[config.mk]
export PLATFORM = sky130hd
export DESIGN_NAME = mem_access_ctrl
export DESIGN_NICKNAME = d
export VERILOG_FILES = /design/src/rtl/mem_ctrl_pkg.sv /design/src/rtl/mem_wait_timer.sv /design/src/rtl/mem_access_ctrl.sv
export SDC_FILE = /design/constraint.sdc
export NUM_CORES = 1
export LEC_CHECK = 0
export BUFFER_PORTS_ARGS = -buffer_cell sky130_fd_sc_hd__buf_4
export CAP_MARGIN = 0
export CELL_PAD_IN_SITES_DETAIL_PLACEMENT = 0
export CELL_PAD_IN_SITES_GLOBAL_PLACEMENT = 1
export CORE_ASPECT_RATIO = 0.5
export CORE_UTILIZATION = 31
export DETAILED_ROUTE_END_ITERATION = 8
export GPL_TIMING_DRIVEN = 0
export PLACE_DENSITY = 0.76
export SLEW_MARGIN = 20
export SYNTH_ARGS = -nofsm -noshare
export SYNTH_HDL_FRONTEND = slang
export SYNTH_HIERARCHICAL = 1
export SYNTH_SLANG_ARGS = --single-unit
[constraint.sdc]
create_clock -name clk -period 2.64 [get_ports clk]
set_input_delay 0.132 -clock clk [delete_from_list [all_inputs] [get_ports clk]]
set_output_delay 0.132 -clock clk [all_outputs]
set_load 0.05 [all_outputs]
[src/rtl/mem_ctrl_pkg.sv]
// Shared definitions for the data-memory access controller: FSM state
// encoding and the default watchdog limit.
package mem_ctrl_pkg;

  typedef enum logic [1:0] {
    IDLE = 2'd0,
    WAIT = 2'd1,
    DONE = 2'd2
  } mem_state_t;

  localparam int MAX_WAIT_DEFAULT = 15;

endpackage

[src/rtl/mem_wait_timer.sv]
// Watchdog for the WAIT state: an 8-bit counter that restarts when a new
// access is accepted and flags expiry on the last allowed WAIT cycle.
// Only instantiated when MEM_ACCESS_TIMEOUT_EN is defined.
module mem_wait_timer
  import mem_ctrl_pkg::*;
#(
  parameter int MAX_WAIT = MAX_WAIT_DEFAULT
) (
  input  logic clk,
  input  logic rst,
  input  logic clear,
  input  logic count_en,
  output logic expired
);

  logic [7:0] count;

  // Count WAIT cycles; restart whenever a fresh access enters WAIT.
  always_ff @(posedge clk or posedge rst) begin
    if (rst) begin
      count <= 8'd0;
    end else if (clear) begin
      count <= 8'd0;
    end else if (count_en) begin
      count <= count + 8'd1;
    end
  end

  // The count starts at zero in the first WAIT cycle, so MAX_WAIT cycles have
  // elapsed when the count reaches MAX_WAIT-1.
  assign expired = count_en && (count == 8'(MAX_WAIT - 1));

endmodule

[src/rtl/mem_access_ctrl.sv]
// Data-memory access controller for the MEM stage. Holds the pipeline in
// stall while a load/store is outstanding, registers the memory request and
// captures load data. Optional watchdog enabled by MEM_ACCESS_TIMEOUT_EN.
module mem_access_ctrl
  import mem_ctrl_pkg::*;
#(
  parameter int MAX_WAIT = MAX_WAIT_DEFAULT
) (
  input  logic        clk,
  input  logic        rst,
  input  logic        mem_r_en,
  input  logic        mem_w_en,
  input  logic [31:0] alu_res,
  input  logic [31:0] st_val,
  input  logic        dmem_ready,
  input  logic [31:0] dmem_rdata,
  output logic        dmem_req,
  output logic        dmem_we,
  output logic [31:0] dmem_addr,
  output logic [31:0] dmem_wdata,
  output logic        stall,
  output logic [31:0] rdata,
  output logic        rdata_valid,
  output logic        timeout
);

  mem_state_t state, next_state;
  logic       access;
  logic       wait_expired;

  assign access = mem_r_en | mem_w_en;

`ifdef MEM_ACCESS_TIMEOUT_EN
  mem_wait_timer #(
    .MAX_WAIT (MAX_WAIT)
  ) u_wait_timer (
    .clk      (clk),
    .rst      (rst),
    .clear    ((state == IDLE) && access),
    .count_en (state == WAIT),
    .expired  (wait_expired)
  );
`else
  assign wait_expired = 1'b0;
`endif

  // State register.
  always_ff @(posedge clk or posedge rst) begin
    if (rst) begin
      state <= IDLE;
    end else begin
      state <= next_state;
    end
  end

  // Next-state and stall: stall covers the detect cycle and all of WAIT,
  // then DONE releases the pipeline for exactly one advance.
  always_comb begin
    next_state = state;
    stall      = 1'b0;
    case (state)
      IDLE: begin
        if (access) begin
          stall      = 1'b1;
          next_state = WAIT;
        end
      end
      WAIT: begin
        stall = 1'b1;
        if (dmem_ready || wait_expired) begin
          next_state = DONE;
        end
      end
      DONE: begin
        next_state = IDLE;
      end
      default: begin
        next_state = IDLE;
      end
    endcase
  end

  // Request registers and load capture; a write wins when both enables are
  // set, and dmem_we==0 during WAIT identifies the access as a read.
  always_ff @(posedge clk or posedge rst) begin
    if (rst) begin
      dmem_req    <= 1'b0;
      dmem_we     <= 1'b0;
      dmem_addr   <= 32'd0;
      dmem_wdata  <= 32'd0;
      rdata       <= 32'd0;
      rdata_valid <= 1'b0;
      timeout     <= 1'b0;
    end else begin
      rdata_valid <= 1'b0;
      timeout     <= 1'b0;
      case (state)
        IDLE: begin
          if (access) begin
            dmem_req   <= 1'b1;
            dmem_we    <= mem_w_en;
            dmem_addr  <= alu_res;
            dmem_wdata <= st_val;
          end
        end
        WAIT: begin
          if (dmem_ready) begin
            dmem_req <= 1'b0;
            dmem_we  <= 1'b0;
            if (!dmem_we) begin
              rdata       <= dmem_rdata;
              rdata_valid <= 1'b1;
            end
          end else if (wait_expired) begin
            dmem_req <= 1'b0;
            dmem_we  <= 1'b0;
            timeout  <= 1'b1;
            if (!dmem_we) begin
              rdata       <= 32'd0;
              rdata_valid <= 1'b1;
            end
          end
        end
        default: begin
        end
      endcase
    end
  end

endmodule
Word level (Yosys, flattened, before mapping)
Index checks and enable logic that the tools add are counted.
Widths: inputs -> output; s select.
{"block": "totals", "regBits": 101, "word_cells": 31, "output_inout_bits": 101, "in_bits": 101}
{"block": "op_classes", "n_mux": 13, "reduce_logical": 6, "n_bitwise": 2, "eq_ne": 3}
{"cell": "$mux 1", "count": 7}
{"cell": "$pmux 1 s2", "count": 3}
{"cell": "$reduce_and 3->1", "count": 2}
{"cell": "$mux 2", "count": 2}
{"cell": "$ne 2x2->1 const B", "count": 2}
{"cell": "$pmux 2 s2", "count": 1}
{"cell": "$reduce_and 2->1", "count": 2}
{"cell": "$eq 2x1->1 const B", "count": 1}
{"cell": "$logic_not 2->1", "count": 1}
{"cell": "$reduce_bool 2->1", "count": 1}
{"cell": "$not 1->1", "count": 1}
{"cell": "$or 1x1->1", "count": 1}

Longest topological paths before layout
Gate-level depths: netlist of the first run.
{"block": "depth", "word_depth": 3, "depth_mapped": 5, "depth_no_buf": 3}

Worst setup path before layout of the first run
No wires, ideal clock.
{"block": "synth_timing", "kind": "reg-to-reg", "startpoint": "reg dmem_we", "endpoint": "reg rdata[12]", "path_slack_ns": 1.056, "required_time_ns": 2.515, "n_path_buf": 1, "setup_ns": 0.125, "period_less_slack_ns": 1.584, "arrival_ns": 1.459, "stages_incl_launch_ff": 4, "cell_sequence": "dfrtp_1 > nor3_4 > buf_6 > mux2_2"}
{"block": "synth_between", "elab_chain_len": 2}
{"element": "start: declaration", "line": "mem_access_ctrl.sv:18", "source": "output logic dmem_we,"}
{"element": "start signal: assignment", "line": "mem_access_ctrl.sv:101", "source": "dmem_we <= mem_w_en;"}
{"element": "$not 1->1 (no line)"}
{"element": "$reduce_and 3->1 (no line)"}
{"element": "end signal: assignment", "line": "mem_access_ctrl.sv:111", "source": "rdata <= dmem_rdata;"}
{"element": "end: declaration", "line": "mem_access_ctrl.sv:22", "source": "output logic [31:0] rdata,"}
Every way passes these cells.
A chain may end at the register's enable or synchronous reset.

Final worst setup path of the first run
{"block": "layout_timing", "startpoint": "reg state[1]", "endpoint": "reg dmem_wdata[5]"}
{"block": "layout_between", "elab_chain_len": 2}
{"element": "start: declaration", "line": "mem_access_ctrl.sv:27", "source": "mem_state_t state, next_state;"}
{"element": "start signal: assignment", "line": "mem_access_ctrl.sv:52", "source": "state <= next_state;"}
{"element": "$logic_not 2->1", "line": "mem_access_ctrl.sv:97", "source": "case (state)"}
{"element": "$reduce_and 2->1 (no line)"}
{"element": "end signal: assignment", "line": "mem_access_ctrl.sv:103", "source": "dmem_wdata <= st_val;"}
{"element": "end: declaration", "line": "mem_access_ctrl.sv:20", "source": "output logic [31:0] dmem_wdata,"}
Every way passes these cells.

==> results.toml, run 1 <==
[global_routing]
grt_pass1_vias = 2767
overflow = 0
grt_antenna_before_repair = 0
grtUsageTotal_pct = 15.0
grt_pass1_wl_um = 14700
grt_max_degree = 34

[logic_synthesis]
yosysTopAreaCell = "dfrtp_1"
synthMuxAreaShare_pct = 28.3
synthFlopType = "dfrtp_1"
syn_area_um2 = 3820
yosys-top-cells-area = "dfrtp_1 (66%), mux2_2 (28%), buf_6 (2.4%)"
yosysUniqueCellTypes = 18
ys_async_sr_fraction_pct = 100
synth_xor_area_share_pct = 0
synth.top_cell.area_share_pct = 66.1
synth_edf_count = 0
synth_compound_area_share_pct = 0.622
syn_area_per_cell_um2 = 16.8
synth_top_family_by_area = "multiplexers"
yosysMostFrequentCell = "dfrtp_1"
synthCells = 227
seq_area_frac_synth_pct = 66.1
ys_warn_count = 6
yosys.area_share.simple_pct = 1.57
synthesis.nets = 328
yosys.area_share.adder_pct = 0
synth_seq_cells = 101
synthTopCellsByCount = "dfrtp_1 (101), mux2_2 (95), buf_6 (8)"

[timing]
slew_viol_final = 0
slew_headroom_pct = 58.8
max_slew.worst_pin.slew_ns = 0.617
rsz0062_at_grt = "no"
setup_violations = 0
finClkSkew_ns = 0.00789
final-hold-violation-count = 0
fin_crit_sh_pct = 61.5
timing.fmax_mhz = 616
fin_tns_setup_ns = 0
fin_crit_ns = 1.62

[die]
fp.dieW_um = 159
fp.dieArea_um2 = 12800
rows = 28
start_util_pct = 32.1
die_h_um = 80.5
core_area_um2 = 11900
io-pin-count = 202

[clocking]
cts.sinks = 101
path_clk_slew_ns = 0.07
postCtsSetupRepairBufs = 0
clockBufferDepth = 2
cts_root_buf = "clkbuf_16"
numCtsBuffers = 9
tritoncts = "built"
htreeDepth = 3
worstSkewPairLatency_ns = 0.34

[final_layout]
fillCellCount = 1113
num_antenna_cells = 0
syn_to_final_growth_pct = 54.9
drive_gt1_share_pct = 73.3
nets = 543

[critical_path]
r2r-start = "state[1]"
critPathMaxFanout = 10
worst-r2r-cell-count = 4
cp.required_ns = 2.86
r2r_slack_ns = 1.02
cp.arrival_ns = 1.84
crit_start = "state[1]"
cpPeakStageDelay_ns = 0.46
critPathCaptureType = "register"
path_class = "reg2reg"
critPathSlowestCell = "dfrtp_1"
startpoint_type = "register"
cp_cell_sequence = "nor3_1 -> buf_4 -> buf_6 -> mux2_2"

[place]
io_buffers = 200
gp_congestion = 0.705
hpwl_um = 7090

[run_status]
status = "completed"

[routing]
num_vias = 2620
dr.first_iter.drc_count = 92
dr.pass1.iters = 4
final_antenna_net_count = 0
viasPerCell = 4.29
wl_per_cell_um = 15.2
drcViolationCount = 0
routed_wl_um = 9280

[flow_run]
drv_cap = 0

[worst_hold_path]
worstHoldStart = "dmem_rdata[19]"
min_path_cells = 2
min_path_type = "in2reg"
==> critical path, delay by kind of cell, from the launching register on <==
family                 cells  cell delay (ns)
AND/OR/NAND/NOR            1             0.24
buffers and inverters      2             0.44
flip-flops                 1             0.46
multiplexers               1             0.35
==> final timing paths <==
kind,to
worst min register to register,rdata[19]
max in group asynchronous,dmem_addr[20]
worst min-delay path,rdata[19]
worst max register to register,dmem_wdata[5]
worst max-delay path,dmem_wdata[5]
min in group asynchronous,dmem_addr[26]
==> cells by family (layout without fill, tap and decap cells) <==
group                  Yosys count  after routing
DFF                            101            101
AOI/OAI and AO/OA                4              4
muxes                           96             96
and+or+nand+nor                 10             10
other                            1              1
buffers and inverters           15            234
==> layout make-up <==
type | count | area (µm²) | area share (%)
repair buffers | 204 | 1580 | 26.7
well taps | 165 | 206 | 3.49
plain buffers | 11 | 110 | 1.86
clock inverters | 3 | 43.8 | 0.740
clock buffers | 12 | 267 | 4.50
inverters | 4 | 18.8 | 0.317
flip-flops and latches | 101 | 2530 | 42.7
multi-input cells | 111 | 1170 | 19.7
==> stage by stage <==
step	area (µm²)	worst slack, ns	hold slack [ns]	cells	util (%)
3_3_place_gp	5530	0.531	0.351	592	46.4
5_1_grt	5920	0.949	0.00203	611	49.7
6_report	5920	1.02	0.0139	611	49.7
2_1_floorplan	3820	1.06	0.267	227	-
4_1_cts	5920	1.01	0.00200	611	49.7
3_5_place_dp	5600	1.04	0.252	595	47.0
==> sequential cells by signal (all words and copies together), names as in the netlist <==
name         count
state            2
rdata           32
dmem_wdata      32
dmem_we          1
dmem_req         1
dmem_addr       32
rdata_valid      1
==> layout by cell type (no fill, tap or decap) <==
| master | n |
|---|---|
| buf_4 | 202 |
| dfrtp_1 | 101 |
| mux2_2 | 95 |
| clkbuf_16 | 9 |
| buf_6 | 8 |
| nor2_1 | 3 |
| inv_1 | 3 |
| clkbuf_8 | 3 |
| nor3_1 | 2 |
| o21ai_0 | 2 |
| buf_12 | 2 |
| nand2_1 | 1 |
| nor3_4 | 1 |
| clkinvlp_4 | 1 |
| a22oi_1 | 1 |
| nor2b_1 | 1 |
| buf_2 | 1 |
| and2_1 | 1 |
| a31oi_1 | 1 |
| or2_2 | 1 |
| mux2_1 | 1 |
| conb_1 | 1 |
| clkinv_4 | 1 |
| clkinv_2 | 1 |
| bufinv_16 | 1 |
| dlygate4sd3_1 | 1 |
| buf_16 | 1 |
==> metal layers <==
layer / vias up / GRT usage (%) / share of wire [%] / wire length [µm]
met5: - / 0 / 0 / 0
met4: 0 / 5.87 / 2.0 / 189
met3: 15 / 4.13 / 4.0 / 370
met2: 61 / 27.6 / 55 / 5110
met1: 1325 / 16.7 / 39 / 3610
li1: 1219 / - / - / -
==> timing repair <==
item / 4_1_cts / 5_1_grt
hold endpoints to repair: 24 / 0
hold buffers: 1 / 0
gates resized for setup: 0 / 0
Power of run 1 is left out: the tool's default activity adds up to more than one toggle a clock period on the data nets, which glitch-free logic cannot reach.
==> run 2, diff against run 1 <==
- ABC_AREA: not set -> 1
- CORE_UTILIZATION: 31 -> 32
- PLACE_DENSITY: 0.76 -> 0.8
- clock period: 2.64 -> 1.5 ns (I/O delays scaled with it)
==> results.toml, run 2 <==
[final_layout]
fillCellCount = 1074
reg_top3 = "dmem_addr: 32 flops, dmem_wdata: 32 flops, rdata: 32 flops"
fin_cells = 930
final_cell_mix = "buf_4 (209), nand2_1 (197), dfrtp_1 (101)"
syn_to_final_growth_pct = 78.2
nets = 862
drive_gt1_share_pct = 33.9
final_common_cell = "buf_4"
num_antenna_cells = 0

[critical_path]
cp.required_ns = 1.42
critPathMaxFanout = 10
path_class = "reg2out"
critPathCaptureType = "primary output"
startpoint_type = "register"
cp.arrival_ns = 1.36

[timing]
fin_tns_setup_ns = 0
final-hold-violation-count = 0
slew_headroom_pct = 54.8
setup_violations = 0
max_slew.worst_pin.slew_ns = 0.674
rsz0062_at_grt = "yes"
slew_viol_final = 0
fin_crit_sh_pct = 96.0
finClkSkew_ns = 0.00243
timing.fmax_mhz = 695
fin_crit_ns = 1.44

[die]
start_util_pct = 33.4
core_area_um2 = 12000
die_h_um = 81.1
fp.dieArea_um2 = 13000
fp.dieW_um = 160
rows = 28
io-pin-count = 202

[clocking]
clockBufferDepth = 2
cts.sinks = 101
cts_root_buf = "clkbuf_16"
numCtsBuffers = 9
tritoncts = "built"
htreeDepth = 3
path_clk_slew_ns = 0.07
worstSkewPairLatency_ns = 0.33

[routing]
final_antenna_net_count = 0
routed_wl_um = 12800
num_vias = 4129
viasPerCell = 4.44
wl_per_cell_um = 13.7
dr.pass1.iters = 4
drcViolationCount = 0
dr.first_iter.drc_count = 201

[place]
dp_cells = 811
gp_congestion = 0.761
hpwl_um = 8570
io_buffers = 200

[pwr]
leakage_nw = 3.87
switchingPower_mw = 8.87
pwr-share-comb_pct = 58.5
switching_share_pct = 50.8
power_density_nw_per_um2 = 2440
intPower_mw = 8.59
ir_worst_vdd_uv = 1010
clkPwrFrac_pct = 14.2
p_seq_share_pct = 27.3

[global_routing]
grt_antenna_before_repair = 0
grt_pass1_vias = 4226
overflow = 0
grtUsageTotal_pct = 19.8
grt_max_degree = 30
grt_pass1_wl_um = 20500

[logic_synthesis]
syn_area_um2 = 4010
seq_area_frac_synth_pct = 63.0
syn_area_per_cell_um2 = 9.05
synthesis.nets = 544
synthTopCellsByCount = "nand2_1 (197), dfrtp_1 (101), nand3_1 (98)"
yosysUniqueCellTypes = 15
ys_warn_count = 6
synth.top_cell.area_share_pct = 63.0
synth_seq_cells = 101
yosys-top-cells-area = "dfrtp_1 (63%), nand2_1 (18%), nand3_1 (12%)"
yosysMostFrequentCell = "nand2_1"
synthFlopType = "dfrtp_1"
yosysTopAreaCell = "dfrtp_1"
synthCells = 443
synth_edf_count = 0
ys_async_sr_fraction_pct = 100

[run_status]
status = "completed"

[worst_hold_path]
min_path_type = "in2reg"

[flow_run]
drv_cap = 0
[run 2: cell count changes after synthesis, moves of 2 or more]
cell / change
buf_2: +16
buf_4: +5
buf_6: -6
clkbuf_1: +4
inv_1: +4
mux2_2: -95
nand2_1: +196
nand2_2: +2
nand3_1: +98
nor2_1: -3
nor2_2: +2
nor3_1: -2
[run 2: layer usage]
layer  vias to the layer above  GRT usage, %  wire, µm
met4                         0          6.86       303
met2                       110          35.3      6560
met1                      1954          24.6      5460
met5                         -             0         0
met3                        25          3.68       457
li1                       2040             -         -
[run 2: through the flow]
step / hold slack [ns] / util, % / worst slack, ns / area [µm²] / total power [mW]
floorplan: 0.184 / - / 0.182 / 4010 / 11.5
global placement: 0.290 / 47.6 / -0.547 / 5720 / 14.5
detailed placement: 0.200 / 48.1 / 0.136 / 5780 / 14.7
CTS: 0.206 / 59.2 / 0.00355 / 7110 / 17.5
global route: 0.197 / 59.5 / -0.0174 / 7150 / 18.4
finish: 0.166 / 59.5 / 0.0603 / 7150 / 17.5
[run 2: cell type report]
cell class	count	area [µm²]	area share, %
timing repair buffer	307	2590	36.3
sequential	101	2530	35.4
multi-input combinational	302	1280	17.9
clock buffer	11	243	3.40
tap	165	206	2.89
buffer	30	181	2.54
clock inverter	4	72.6	1.02
inverter	9	37.5	0.525
timing repair inverter	1	5.00	0.0700
[run 2: critical path: stages (launching register included)]
cell and delay (ns):
dfrtp_1 0.42, nor2_4 0.17, nand2_4 0.08, buf_6 0.14, nand2_1 0.07, buf_6 0.16
[run 2: cell families after synthesis]
group,after synthesis,synth area share [%]
AND/OR/NAND/NOR,299,31.3
flip-flops,101,63.0
other,1,0.0935
buffers and inverters,40,5.31
AO/OA/AOI/OAI,2,0.249
[run 2: repair_timing]
item | in CTS | in global routing
buffers inserted | 3 | 2
hold buffers | 99 | 0
pin swaps | 2 | 2
gates resized for setup | 3 | 11
endpoints found under the hold margin | 125 | 0
setup endpoints to repair | 1 | 68
cloned | 0 | 1
[run 2: path summary, 6_finish.rpt]
check / startpoint / end / slack, ns / cells after the start
setup / recovery: state[0] / stall / 0.06 / 5
hold / removal: mem_r_en / dmem_addr[26] / 0.17 / 6
setup reg to reg: state[0] / dmem_wdata[2] / 0.08 / 7
hold reg to reg: dmem_addr[19] / dmem_addr[19] / 0.47 / 2
max in group asynchronous: rst / dmem_addr[10] / 0.32 / 6
min in group asynchronous: rst / dmem_wdata[2] / 0.33 / 3
[run 2: power groups by stage]
| stage | combinational (mW) | sequential [mW] | clock [mW] |
|---|---|---|---|
| after floorplan | 2.32 | 9.17 | 0 |
| after global placement | 9.79 | 4.75 | 0 |
| after detailed placement | 9.90 | 4.78 | 0 |
| after CTS | 10.2 | 4.76 | 2.55 |
| after global routing | 10.8 | 4.91 | 2.66 |
| final | 10.2 | 4.77 | 2.48 |
Note: power is estimated with default switching activity, not from simulation.
==> run 3, diff against run 2 <==
- MAX_ROUTING_LAYER: not set -> met4
- RECOVER_POWER: not set -> 25
==> results.toml, run 3 (synthesis gave the netlist of run 2 again) <==
[clocking]
worstSkewPairLatency_ns = 0.33
cts_root_buf = "clkbuf_16"
numCtsBuffers = 9
htreeDepth = 3
clockBufferDepth = 2
cts.sinks = 101
path_clk_slew_ns = 0.07
tritoncts = "built"

[final_layout]
syn_to_final_growth_pct = 76.7
fillCellCount = 1090
design_area_um2 = 7080
final_cell_mix = "nand2_1 (197), buf_4 (192), dfrtp_1 (101)"
reg_top3 = "dmem_addr: 32 flops, dmem_wdata: 32 flops, rdata: 32 flops"
num_antenna_cells = 0
nets = 862
final_common_cell = "nand2_1"
drive_gt1_share_pct = 31.6

[timing]
final-hold-violation-count = 0
finClkSkew_ns = 0.00474
setup_ws_ns = 0.0596
slew_viol_final = 0
fin_crit_ns = 1.44
slew_headroom_pct = 55.5
setup_violations = 0
fin_crit_sh_pct = 96.0
timing.fmax_mhz = 694
holdWs_ns = 0.163
rsz0062_at_grt = "yes"
max_slew.worst_pin.slew_ns = 0.664

[die]
io-pin-count = 202
rows = 28
core_area_um2 = 12000
fp.dieArea_um2 = 13000
start_util_pct = 33.4
die_h_um = 81.1
fp.dieW_um = 160

[routing]
wl_per_cell_um = 13.8
dr.pass1.iters = 4
viasPerCell = 4.47
dr.first_iter.drc_count = 169
drcViolationCount = 0
routed_wl_um = 12800
final_antenna_net_count = 0
num_vias = 4153

[critical_path]
critPathCaptureType = "primary output"
cp.arrival_ns = 1.37
cp_cell_sequence = "nor2_4 -> nand2_4 -> buf_6 -> nand2_1 -> buf_6"
worst-r2r-cell-count = 7
path_class = "reg2out"
startpoint_type = "register"
r2r_slack_ns = 0.08
critPathMaxFanout = 10
critPathSlowestCell = "dfrtp_1"
cpMostUsedCell = "buf_6"
path_delay_family = "flip-flops"
cp.required_ns = 1.42
r2r-start = "state[0]"
cpPeakStageDelay_ns = 0.42
endpoint = "stall"
crit_start = "state[0]"
path_buf_inv = 2
cp.depth = 5
timing.rr.end = "dmem_wdata[4]"

[worst_hold_path]
min_path_type = "in2reg"
worstHoldStart = "mem_r_en"

[global_routing]
grt_antenna_before_repair = 0
overflow = 0
grtUsageTotal_pct = 20.5
grt_pass1_vias = 4221
grt_pass1_wl_um = 20500
grt_max_degree = 30

[place]
gp_congestion = 0.771
io_buffers = 200
place_ws_ns = 0.136
place_area_um2 = 5780
hpwl_um = 8570

[run_status]
status = "completed"

[flow_run]
drv_cap = 0

[pwr]
leakage_nw = 3.80
power_density_nw_per_um2 = 2440
ir_worst_vdd_uv = 1010
## run 3: cell type report
class,count,area [µm²],area share [%]
Tap cell,165,206,2.92
Timing Repair inverter,1,5.00,0.0707
Buffer,30,181,2.56
Inverter,9,37.5,0.530
Timing Repair Buffer,307,2530,35.7
Clock inverter,4,72.6,1.02
Multi-Input combinational cell,302,1280,18.1
Sequential cell,101,2530,35.7
Clock buffer,11,243,3.43
## run 3: metal layers
metal | global-route usage (%) | part of all wire [%] | up-vias
li1 | - | - | 2038
met1 | 24.9 | 43 | 1984
met2 | 35.3 | 52 | 104
met3 | 3.32 | 3.1 | 27
met4 | 6.86 | 2.2 | 0
met5 | - | 0 | -
## run 3: worst min path at each step
stage / end / slack [ns] / cells after the start
final: dmem_addr[26] / 0.16 / 6
after global routing: dmem_addr[26] / 0.20 / 6
after CTS: dmem_addr[25] / 0.21 / 6
after detailed placement: dmem_wdata[2] / 0.20 / 2
after global placement: state[0] / 0.29 / 2
after floorplan: state[0] / 0.18 / 1
## run 3: power breakdown
| group | internal (mW) | switching, mW |
|---|---|---|
| clock | 1.50 | 0.993 |
| sequential | 4.03 | 0.737 |
| combinational | 2.88 | 7.15 |
| total | 8.41 | 8.88 |
## run 3: repair_timing
item,CTS,global route
resized for setup,3,11
setup endpoints to repair,1,67
hold buffers,99,0
pin swaps,2,2
cloned,0,1
setup buffers,3,2
endpoints found under the hold margin,125,0
## run 3: per-stage QoR
| stage | std cells | TNS (ns) | util, % | total power [mW] |
|---|---|---|---|---|
| floorplan | 443 | 0 | - | 11.5 |
| global placement | 808 | -54.71 | 47.6 | 14.5 |
| detailed placement | 811 | 0 | 48.1 | 14.7 |
| CTS | 927 | 0 | 59.2 | 17.5 |
| global route | 930 | -0.0855 | 58.9 | 18.2 |
| finish | 930 | 0 | 58.9 | 17.3 |
## run 3: tightest hold or removal path, delay by kind of cell
family | cells | cell delay [ns]
simple gates | 4 | 0.28
buf+inv | 2 | 0.11
